### config.mk
export PLATFORM = sky130hd
export DESIGN_NAME = booth_serial_enc_flat
export DESIGN_NICKNAME = d
export VERILOG_FILES = /design/src/rtl/fma_pkg.sv /design/src/rtl/booth_serial_enc_if.sv /design/src/rtl/booth_digit_enc.sv /design/src/rtl/booth_serial_enc.sv /design/src/flat_wrapper.sv
export SDC_FILE = /design/constraint.sdc
export NUM_CORES = 1
export LEC_CHECK = 0
export ABC_CLOCK_PERIOD_IN_PS = 1700
export CAP_MARGIN = 5
export CORE_ASPECT_RATIO = 1.2
export CORE_UTILIZATION = 45
export CTS_CLUSTER_DIAMETER = 50
export DETAILED_ROUTE_END_ITERATION = 6
export PLACE_DENSITY = 0.73
export RECOVER_POWER = 100
export SYNTH_ARGS = -nofsm -noshare
export SYNTH_HDL_FRONTEND = slang
export SYNTH_SLANG_ARGS = --single-unit
### constraint.sdc
create_clock -name clk -period 1.7 [get_ports clk]
set_clock_uncertainty 0.05 [all_clocks]
set_input_delay 0.255 -clock clk [delete_from_list [all_inputs] [get_ports clk]]
set_output_delay 0.255 -clock clk [all_outputs]
set_load 0.01 [all_outputs]
### src/rtl/fma_pkg.sv
// Shared types and helpers for the iterative FMA multiply path.
// Used by the Booth encoder and the partial-product selector.
package fma_pkg;

    localparam logic ST_IDLE_ENC = 1'b0;
    localparam logic ST_RUN_ENC  = 1'b1;

    typedef enum logic {
        S_IDLE = ST_IDLE_ENC,
        S_RUN  = ST_RUN_ENC
    } enc_state_t;

    typedef struct packed {
        logic single;
        logic double;
        logic neg;
    } booth_digit_t;

    // Radix-4 digits needed to cover an unsigned operand, including the top zero-extension digit.
    function automatic int calc_ndig(input int width);
        return width / 2 + 1;
    endfunction

endpackage

### src/rtl/booth_serial_enc_if.sv
// Operand-in / Booth-digit-out handshake bundle of the serial Booth encoder.
interface booth_serial_enc_if
    import fma_pkg::*;
#(
    parameter int WIDTH = 11
);
    localparam int NDIG = calc_ndig(WIDTH);
    localparam int IW   = $clog2(NDIG);

    logic             in_valid;
    logic             in_ready;
    logic [WIDTH-1:0] in_mult;
    logic             out_valid;
    logic             out_ready;
    logic             single;
    logic             double;
    logic             neg;
    logic [IW-1:0]    digit_idx;
    logic             last;

    modport master (
        output in_valid, in_mult, out_ready,
        input  in_ready, out_valid, single, double, neg, digit_idx, last
    );

    modport slave (
        input  in_valid, in_mult, out_ready,
        output in_ready, out_valid, single, double, neg, digit_idx, last
    );

endinterface

### src/rtl/booth_digit_enc.sv
// Combinational radix-4 Booth recoder: (y2i+1, y2i, y2i-1) -> {single, double, neg}.
module booth_digit_enc
    import fma_pkg::*;
(
    input  logic [2:0]   triplet,
    output booth_digit_t digit
);

    // Both zero codes map to 000 so a negative zero never reaches the selector.
    always_comb begin
        digit = '0;
        case (triplet)
            3'b001, 3'b010: digit.single = 1'b1;
            3'b011:         digit.double = 1'b1;
            3'b100:         begin digit.double = 1'b1; digit.neg = 1'b1; end
            3'b101, 3'b110: begin digit.single = 1'b1; digit.neg = 1'b1; end
            default:        digit = '0;
        endcase
    end

endmodule

### src/rtl/booth_serial_enc.sv
// Serial radix-4 modified-Booth encoder: one unsigned operand in, NDIG Booth digits out LSD first.
module booth_serial_enc
    import fma_pkg::*;
#(
    parameter int WIDTH = 11
)(
    input  logic               clk,
    input  logic               rst_n,
    booth_serial_enc_if.slave  bus
);

    localparam int NDIG = calc_ndig(WIDTH);
    localparam int IW   = $clog2(NDIG);
    localparam int SRW  = 2 * NDIG + 1;
    localparam int PAD  = 2 * NDIG - WIDTH;
    localparam logic [IW-1:0] LAST_IDX = IW'(NDIG - 1);

    enc_state_t   state, state_nxt;
    logic [SRW-1:0] sr, sr_nxt;
    logic [IW-1:0]  idx, idx_nxt;
    logic           out_fire;
    logic           is_last;
    logic           accept;
    booth_digit_t   dig;

    assign bus.out_valid = (state == S_RUN);
    assign is_last       = bus.out_valid && (idx == LAST_IDX);
    assign out_fire      = bus.out_valid && bus.out_ready;
    // Back-to-back: a new operand may load on the same edge the last digit is consumed.
    assign bus.in_ready  = (state == S_IDLE) || (out_fire && is_last);
    assign accept        = bus.in_valid && bus.in_ready;

    always_comb begin
        state_nxt = state;
        sr_nxt    = sr;
        idx_nxt   = idx;
        if (out_fire) begin
            sr_nxt  = sr >> 2;
            idx_nxt = idx + 1'b1;
            if (is_last) begin
                idx_nxt   = '0;
                state_nxt = S_IDLE;
            end
        end
        if (accept) begin
            sr_nxt    = {{PAD{1'b0}}, bus.in_mult, 1'b0};
            idx_nxt   = '0;
            state_nxt = S_RUN;
        end
    end

    always_ff @(posedge clk or negedge rst_n) begin
        if (!rst_n) begin
            state <= S_IDLE;
            sr    <= '0;
            idx   <= '0;
        end else begin
            state <= state_nxt;
            sr    <= sr_nxt;
            idx   <= idx_nxt;
        end
    end

    booth_digit_enc u_digit_enc (
        .triplet (sr[2:0]),
        .digit   (dig)
    );

    assign bus.single    = bus.out_valid & dig.single;
    assign bus.double    = bus.out_valid & dig.double;
    assign bus.neg       = bus.out_valid & dig.neg;
    assign bus.last      = is_last;
    assign bus.digit_idx = idx;

endmodule

### src/flat_wrapper.sv
// flat-port wrapper written by rule: the top's interface ports become plain ports
module booth_serial_enc_flat import fma_pkg::*;
#(
    parameter int WIDTH = 11
)
  (clk, rst_n, bus_in_valid, bus_in_mult, bus_out_ready, bus_in_ready, bus_out_valid, bus_single, bus_double, bus_neg, bus_digit_idx, bus_last);
  booth_serial_enc_if #(.WIDTH(WIDTH)) bus_i ();
  input  logic clk;
  input  logic rst_n;
  input wire logic [$bits(bus_i.in_valid)-1:0] bus_in_valid;
  input wire logic [$bits(bus_i.in_mult)-1:0] bus_in_mult;
  input wire logic [$bits(bus_i.out_ready)-1:0] bus_out_ready;
  output wire logic [$bits(bus_i.in_ready)-1:0] bus_in_ready;
  output wire logic [$bits(bus_i.out_valid)-1:0] bus_out_valid;
  output wire logic [$bits(bus_i.single)-1:0] bus_single;
  output wire logic [$bits(bus_i.double)-1:0] bus_double;
  output wire logic [$bits(bus_i.neg)-1:0] bus_neg;
  output wire logic [$bits(bus_i.digit_idx)-1:0] bus_digit_idx;
  output wire logic [$bits(bus_i.last)-1:0] bus_last;
  assign bus_i.in_valid = bus_in_valid;
  assign bus_i.in_mult = bus_in_mult;
  assign bus_i.out_ready = bus_out_ready;
  assign bus_in_ready = bus_i.in_ready;
  assign bus_out_valid = bus_i.out_valid;
  assign bus_single = bus_i.single;
  assign bus_double = bus_i.double;
  assign bus_neg = bus_i.neg;
  assign bus_digit_idx = bus_i.digit_idx;
  assign bus_last = bus_i.last;
  booth_serial_enc #(.WIDTH(WIDTH)) u_core (.clk(clk), .rst_n(rst_n), .bus(bus_i));
endmodule
==> impl_metrics.csv, run 1 <==
group,metric,value,unit
finish,fin_cells,164,
logic_synthesis,synth_area,1060,µm²
grt,grtUsageTotal,0.224,
timing,tightest_slew,879,ps
finish,fill_cells,191,
detailed_routing,routed_wl,2.36,mm
finish,fin_nets,152,
die,fp.dieH,55.2,µm
critical_path,critPathArrivalTime,1330,ps
finish,drive_above_1_share,0.216,
logic_synthesis,synth_edf_count,0,
logic_synthesis,ys_ff_latch,16,
critical_path,cp-start-kind,"flip-flop",
logic_synthesis,netlist_top_cells_count,"dfrtp_1 (16), o21ai_1 (12), mux2i_1 (11), o21ai_0 (10), o221a_2 (6)",
timing,setup_viol,0,
placement,place_congestion,0.750,
placement,dpl.hpwl,1.69,mm
timing,fin_ws,63.1,ps
die,pin_count,24,
clock_tree,tritoncts,"built",
outcome,status,"complete, no violations",
timing,final.period_utilization,0.963,
power,p_seq_frac,0.337,
timing,fmax,0.611,GHz
die,design.die.area,2550,µm²
power,switching_share,0.370,
timing,period_needed,1640,ps
logic_synthesis,synth_area_leader_cell,"dfrtp_1",
power,finalPower,1.93,mW
power,combPwrFrac,0.527,
finish,multi_input_area,558,µm²
grt,grt_pass1_vias,901,
power,p_clk_frac,0.137,
power,power.leakage,0.609,nW
clock_tree,cts_max_path_buffers,2,
clock_tree,clkLatencyLatePin,300,ps
grt,grt_pass1_wl,4.00,mm
grt,grt.overflow.total,0,
die,initial_core_util,0.495,
timing,rsz0062_at_grt,"no",
timing,slew_violations,0,
placement,pre_cts_ws,-51.2,ps
finish,diodes,0,
grt,grt_max_degree,20,
finish,register_area,402,µm²
timing,hold_ws,525,ps
logic_synthesis,netlist_top_cells_area,"dfrtp_1 (38%), mux2i_1 (10%), o221a_2 (6.4%)",
clock_tree,cts_buffers,3,
detailed_routing,dr.first_iter.drc_count,20,
placement,io_buffers,23,
grt,antenna_found_initial,0,
timing,slew_headroom,0.414,
clock_tree,post-cts-setup-buffers,0,
detailed_routing,num_vias,920,
logic_synthesis,yosys.area.top_type_share,0.378,
logic_synthesis,synth_warnings,0,
logic_synthesis,synth_nets,119,
placement,numPlacedInstances,160,
detailed_routing,wire_per_inst,14.4,µm
logic_synthesis,synth_area_per_cell,10.4,µm²
worst_hold_path,hold_class,"input pin to asynchronous set/reset pin",
detailed_routing,ant_nets,0,
power,switchingPower,714,µW
detailed_routing,drc_errors,0,
power,internal-power,1.22,mW
logic_synthesis,yosys.cell_types.count,32,
critical_path,worst_ep_required_time,1390,ps
die,core_region_area,2140,µm²
clock_tree,cts_root_buf,"clkbuf_4",
clock_tree,clk_pin_slew_worst_paths,100,ps
logic_synthesis,synthArstFlopShare,1.00,
logic_synthesis,netlist_instances,102,
critical_path,r2r_setup_slack,110,ps
power,pwr_density_cell,1430,nW/µm²
logic_synthesis,yosysMostFrequentCell,"dfrtp_1",
logic_synthesis,ys.flop_type,"dfrtp_1",
clock_tree,ctsHtreeMaxLevel,1,
critical_path,path_class,"flip-flop to primary output",
timing,final-hold-violation-count,0,
power,ir_drop,1020,µV
flow_run,maxCapViolCount,0,
clock_tree,clock-sinks,16,
die,fp.dieW,46.3,µm
detailed_routing,via_per_inst,5.61,
finish,syn2layout_area_growth,27.4,%
critical_path,end_kind,"primary output",
critical_path,worstPathMaxFanout,2,
logic_synthesis,seq_area_frac_synth,0.378,
die,rows,18,
detailed_routing,firstDrtPassIters,4,
-- stage by stage --
step	TNS, ps	instance area (µm²)	utilization
finish	0	1350	0.631
global route	0	1350	0.631
CTS	0	1370	0.639
detailed placement	-384	1340	0.626
global placement	-129	1340	0.626
floorplan	0	1060	-
-- logic make-up after synthesis --
family	count (synthesis)	share of synthesized area
AO/OA/AOI/OAI	41	0.262
multiplexers	13	0.125
adder cells (fa/ha/maj)	2	0.0236
AND/OR/NAND/NOR	18	0.107
flip-flops	16	0.378
buffers and inverters	11	0.0956
XOR/XNOR	1	0.00827
-- critical path, stage by stage, from the launching register on --
cell and delay, ps:
dfrtp_1 390, or3b_1 370, a21boi_1 130, buf_2 140
-- repair_timing --
action,4_1_cts,5_1_grt
hold buffers,0,0
gates resized for setup,10,6
setup endpoints to repair,5,4
-- power by group through the flow --
| stage | logic [mW] | clock network [mW] | registers [mW] |
|---|---|---|---|
| finish | 1.02 | 0.264 | 0.650 |
| global route | 1.15 | 0.286 | 0.671 |
| CTS | 1.06 | 0.268 | 0.652 |
| detailed placement | 1.11 | 0 | 0.660 |
| global placement | 1.08 | 0 | 0.649 |
| floorplan | 0.631 | 0 | 0.685 |
-- path summary, 6_finish.rpt --
path / cells after the start / end / start
min in group clk: 1 / u_core.sr[3] / u_core.sr[5]
min reg2reg: 1 / u_core.sr[3] / u_core.sr[5]
max: 3 / bus_double / u_core.sr[1]
min: 2 / u_core.bus.out_valid / rst_n
max reg2reg: 5 / u_core.sr[9] / u_core.bus.digit_idx[0]
max in group asynchronous: 2 / u_core.bus.out_valid / rst_n
-- per-layer routing --
metal | routed length (µm) | share of wire | global-route usage
met5 | 0 | 0 | 0
met3 | 74 | 0.031 | 0.0195
met1 | 1130 | 0.48 | 0.280
met2 | 1120 | 0.47 | 0.375
met4 | 33 | 0.014 | 0.118
-- state kept, by name, indices dropped and copies added (netlist names) --
register	cells
u_core.bus.out_valid	1
u_core.sr	12
u_core.bus.digit_idx	3
-- cell type report --
class,instances,area share
multi-input cells,75,0.413
flip-flops and latches,16,0.297
repair buffers,37,0.229
well taps,30,0.0278
clock buffers,4,0.0269
inverters,2,0.00556
-- placed cells by master (no fill, tap or decap) --
| cell | n |
|---|---|
| a22o_1 | 2 |
| o21ai_0 | 12 |
| o221a_1 | 3 |
| dfrtp_1 | 15 |
| clkbuf_1 | 4 |
| nand4_2 | 1 |
| inv_1 | 2 |
| nand2_1 | 5 |
| clkbuf_2 | 1 |
| ha_1 | 2 |
| nand3b_1 | 2 |
| buf_4 | 11 |
| dlygate4sd3_1 | 1 |
| o21ai_1 | 10 |
| nor2_1 | 1 |
| mux2_2 | 2 |
| clkdlybuf4s50_1 | 16 |
| and2_1 | 1 |
| and4_2 | 1 |
| xor2_1 | 1 |
| clkbuf_8 | 1 |
| nand3_1 | 2 |
| or3b_1 | 1 |
| o221a_2 | 6 |
| and3_1 | 1 |
| nand4_1 | 1 |
| clkdlybuf4s15_1 | 1 |
| mux2i_1 | 11 |
| a22oi_1 | 2 |
| a21oi_1 | 4 |
| dlymetal6s2s_1 | 1 |
| nand3_2 | 1 |
| a31oi_1 | 1 |
| clkbuf_4 | 3 |
| dlygate4sd2_1 | 1 |
| dfrtp_2 | 1 |
| a21boi_1 | 1 |
| buf_2 | 1 |
| nor2b_1 | 1 |
No activity file was read; power rests on OpenSTA's default activity.
==> inputs of run 2 (changes only) <==
--- a/config.mk
+++ b/config.mk
@@ -5,13 +5,15 @@
 export SDC_FILE = /design/constraint.sdc
 export NUM_CORES = 1
 export LEC_CHECK = 0
-export ABC_CLOCK_PERIOD_IN_PS = 1700
+export ABC_CLOCK_PERIOD_IN_PS = 1430
 export CAP_MARGIN = 5
+export CELL_PAD_IN_SITES_DETAIL_PLACEMENT = 1
+export CELL_PAD_IN_SITES_GLOBAL_PLACEMENT = 1
 export CORE_ASPECT_RATIO = 1.2
-export CORE_UTILIZATION = 45
+export CORE_UTILIZATION = 34
 export CTS_CLUSTER_DIAMETER = 50
 export DETAILED_ROUTE_END_ITERATION = 6
-export PLACE_DENSITY = 0.73
+export PLACE_DENSITY_LB_ADDON = 0.1
 export RECOVER_POWER = 100
 export SYNTH_ARGS = -nofsm -noshare
 export SYNTH_HDL_FRONTEND = slang
==> constraint.sdc (replaced) <==
create_clock -name clk -period 1.43 [get_ports clk]
set_clock_uncertainty 0.05 [all_clocks]
set_input_delay 0.2145 -clock clk [delete_from_list [all_inputs] [get_ports clk]]
set_output_delay 0.2145 -clock clk [all_outputs]
set_load 0.01 [all_outputs]
==> run 2 against run 1 <==
  * The run now ends with negative setup slack left
  * Power grew 41%
  * Clock power up 23%
  * Combinational power grew 58%
  * Sequential share of layout area down 4.1 points
  * Final cell count is 7.3% higher
  * Global-route usage decreased by 2.5 points
  * First-iteration DRC count increased by 95%
  * Worst setup slack worse by 210 ps
  * Die area rose by 31%
  * Count of clock-buffer cells in the layout unchanged
  * Register-to-register slack got worse by 110 ps
  * Via count is 8.8% higher
  * Critical endpoint unchanged
  * Largest power group unchanged
==> impl_metrics.csv, run 2 (same netlist as run 1, synthesis figures left out) <==
group,metric,value,unit
detailed_routing,via_per_inst,5.69,
detailed_routing,wire_per_inst,17.8,µm
finish,largest_register_ff_count,12,
clock_tree,cts_root_buf,"clkbuf_4",
power,power.leakage,0.677,nW
critical_path,r2r_cells,5,
timing,rsz0062_at_grt,"yes",
finish,diodes,0,
critical_path,r2r-end,"u_core.sr[2]",
timing,fmax,0.634,GHz
critical_path,crit_start,"u_core.sr[1]",
placement,io_buffers,23,
finish,fill_cells,337,
flow_run,maxCapViolCount,0,
clock_tree,cts_buffers,3,
worst_hold_path,hold-path-cell-count,3,
finish,final_common_cell,"dfrtp_1",
clock_tree,clk_pin_slew_worst_paths,110,ps
critical_path,reg2reg_from,"u_core.bus.digit_idx[0]",
grt,grt_pass1_vias,1064,
detailed_routing,routed_wl,3.13,mm
grt,grt_max_degree,19,
timing,tns,-309,ps
die,design.die.area,3350,µm²
timing,slew_violations,0,
timing,final-hold-violation-count,0,
clock_tree,tritoncts,"built",
outcome,violations,"negative setup slack",
critical_path,worst_ep_required_time,1170,ps
timing,fin_ws,-147,ps
finish,register_area,403,µm²
worst_hold_path,hp-start,"bus_in_mult[10]",
critical_path,worstPathMaxFanout,2,
detailed_routing,drc_errors,0,
timing,final.period_utilization,1.10,
timing,setup_viol,6,
clock_tree,clock-sinks,16,
outcome,status,"complete, but fails checks",
timing,hold_ws,500,ps
detailed_routing,num_vias,1001,
finish,largest_register,"u_core.sr",
timing,period_needed,1580,ps
power,ir_drop,1250,µV
die,core_region_area,2860,µm²
finish,fin_nets,160,
critical_path,path_class,"flip-flop to primary output",
detailed_routing,firstDrtPassIters,4,
critical_path,cp-start-kind,"flip-flop",
finish,fin_cells,176,
die,pin_count,24,
placement,place_congestion,0.737,
detailed_routing,dr.first_iter.drc_count,39,
finish,drive_above_1_share,0.373,
power,pwr_density_cell,1730,nW/µm²
die,rows,21,
timing,tightest_slew,984,ps
detailed_routing,ant_nets,0,
finish,syn2layout_area_growth,48.3,%
grt,antenna_found_initial,0,
clock_tree,cts_max_path_buffers,2,
placement,dpl.hpwl,2.04,mm
placement,numPlacedInstances,169,
grt,grt.overflow.total,0,
clock_tree,ctsHtreeMaxLevel,1,
critical_path,critPathArrivalTime,1310,ps
worst_hold_path,hold_path_end,"u_core.sr[11]",
timing,slew_headroom,0.344,
die,fp.dieW,53.0,µm
critical_path,r2r_setup_slack,0,ps
clock_tree,clkLatencyLatePin,300,ps
finish,multi_input_area,691,µm²
die,fp.dieH,63.2,µm
grt,grt_pass1_wl,4.94,mm
die,initial_core_util,0.370,
grt,grtUsageTotal,0.199,
finish,layout_common_cells,"dfrtp_1 (14), clkdlybuf4s50_1 (13), o21ai_1 (12), buf_4 (12), mux2i_1 (11)",
critical_path,end_kind,"primary output",
worst_hold_path,hold_class,"input pin to flip-flop",
run 2: changes by cell type in the layout (fill, tap and decap cells not counted), moves of 3 or more:
| cell | change |
|---|---|
| buf_6 | +6 |
| o221a_2 | -6 |
| o221a_4 | +6 |
| a21oi_1 | -3 |
| a21oi_2 | +3 |
| clkbuf_1 | -3 |
| clkdlybuf4s50_1 | -3 |
run 2: how the worst max path moves through the flow:
| stage | endpoint | depth (start not counted) |
|---|---|---|
| after CTS | bus_double | 3 |
| final | bus_double | 3 |
| after detailed placement | bus_double | 3 |
| after floorplan | u_core.sr[4] | 6 |
| after global placement | bus_in_ready | 4 |
| after global routing | bus_double | 3 |
run 2: area by class of cell:
cell class              instances  area share
clock buffers                   4      0.0231
inverters                       2     0.00478
multi-input cells              76       0.439
flip-flops and latches         16       0.256
well taps                      34      0.0271
repair buffers                 44       0.249
run 2: through the flow:
step / total power, mW / cell area, µm² / utilization / setup slack (ps)
2_1_floorplan: 1.57 / 1070 / - / 11.2
3_3_place_gp: 2.11 / 1400 / 0.489 / -260
3_5_place_dp: 2.16 / 1400 / 0.489 / -264
4_1_cts: 2.53 / 1490 / 0.520 / -175
5_1_grt: 2.94 / 1570 / 0.549 / -238
6_report: 2.73 / 1570 / 0.549 / -147
run 2: what timing repair did:
| item | in CTS | in global routing |
|---|---|---|
| pin swaps | 2 | 4 |
| hold buffers | 0 | 0 |
| buffers inserted | 2 | 0 |
| endpoints found under the setup margin | 20 | 17 |
| resized for setup | 40 | 19 |
| gates cloned | 0 | 1 |
run 2: routing by layer:
layer  track usage  up-vias  part of all wire
met1         0.251      505              0.44
met5             0        -                 0
met3        0.0217        4             0.035
li1              -      473                 -
met4        0.0789        0             0.012
met2         0.334       19              0.51
run 2: worst max-delay path, cell delays in order, from the launching register on:
cell and delay (ps):
dfrtp_1 390, or3b_1 370, a21boi_1 120, buf_2 140
run 2: power breakdown:
part	internal [mW]	switching [mW]
combinational	0.876	0.733
sequential	0.642	0.151
clock	0.155	0.169
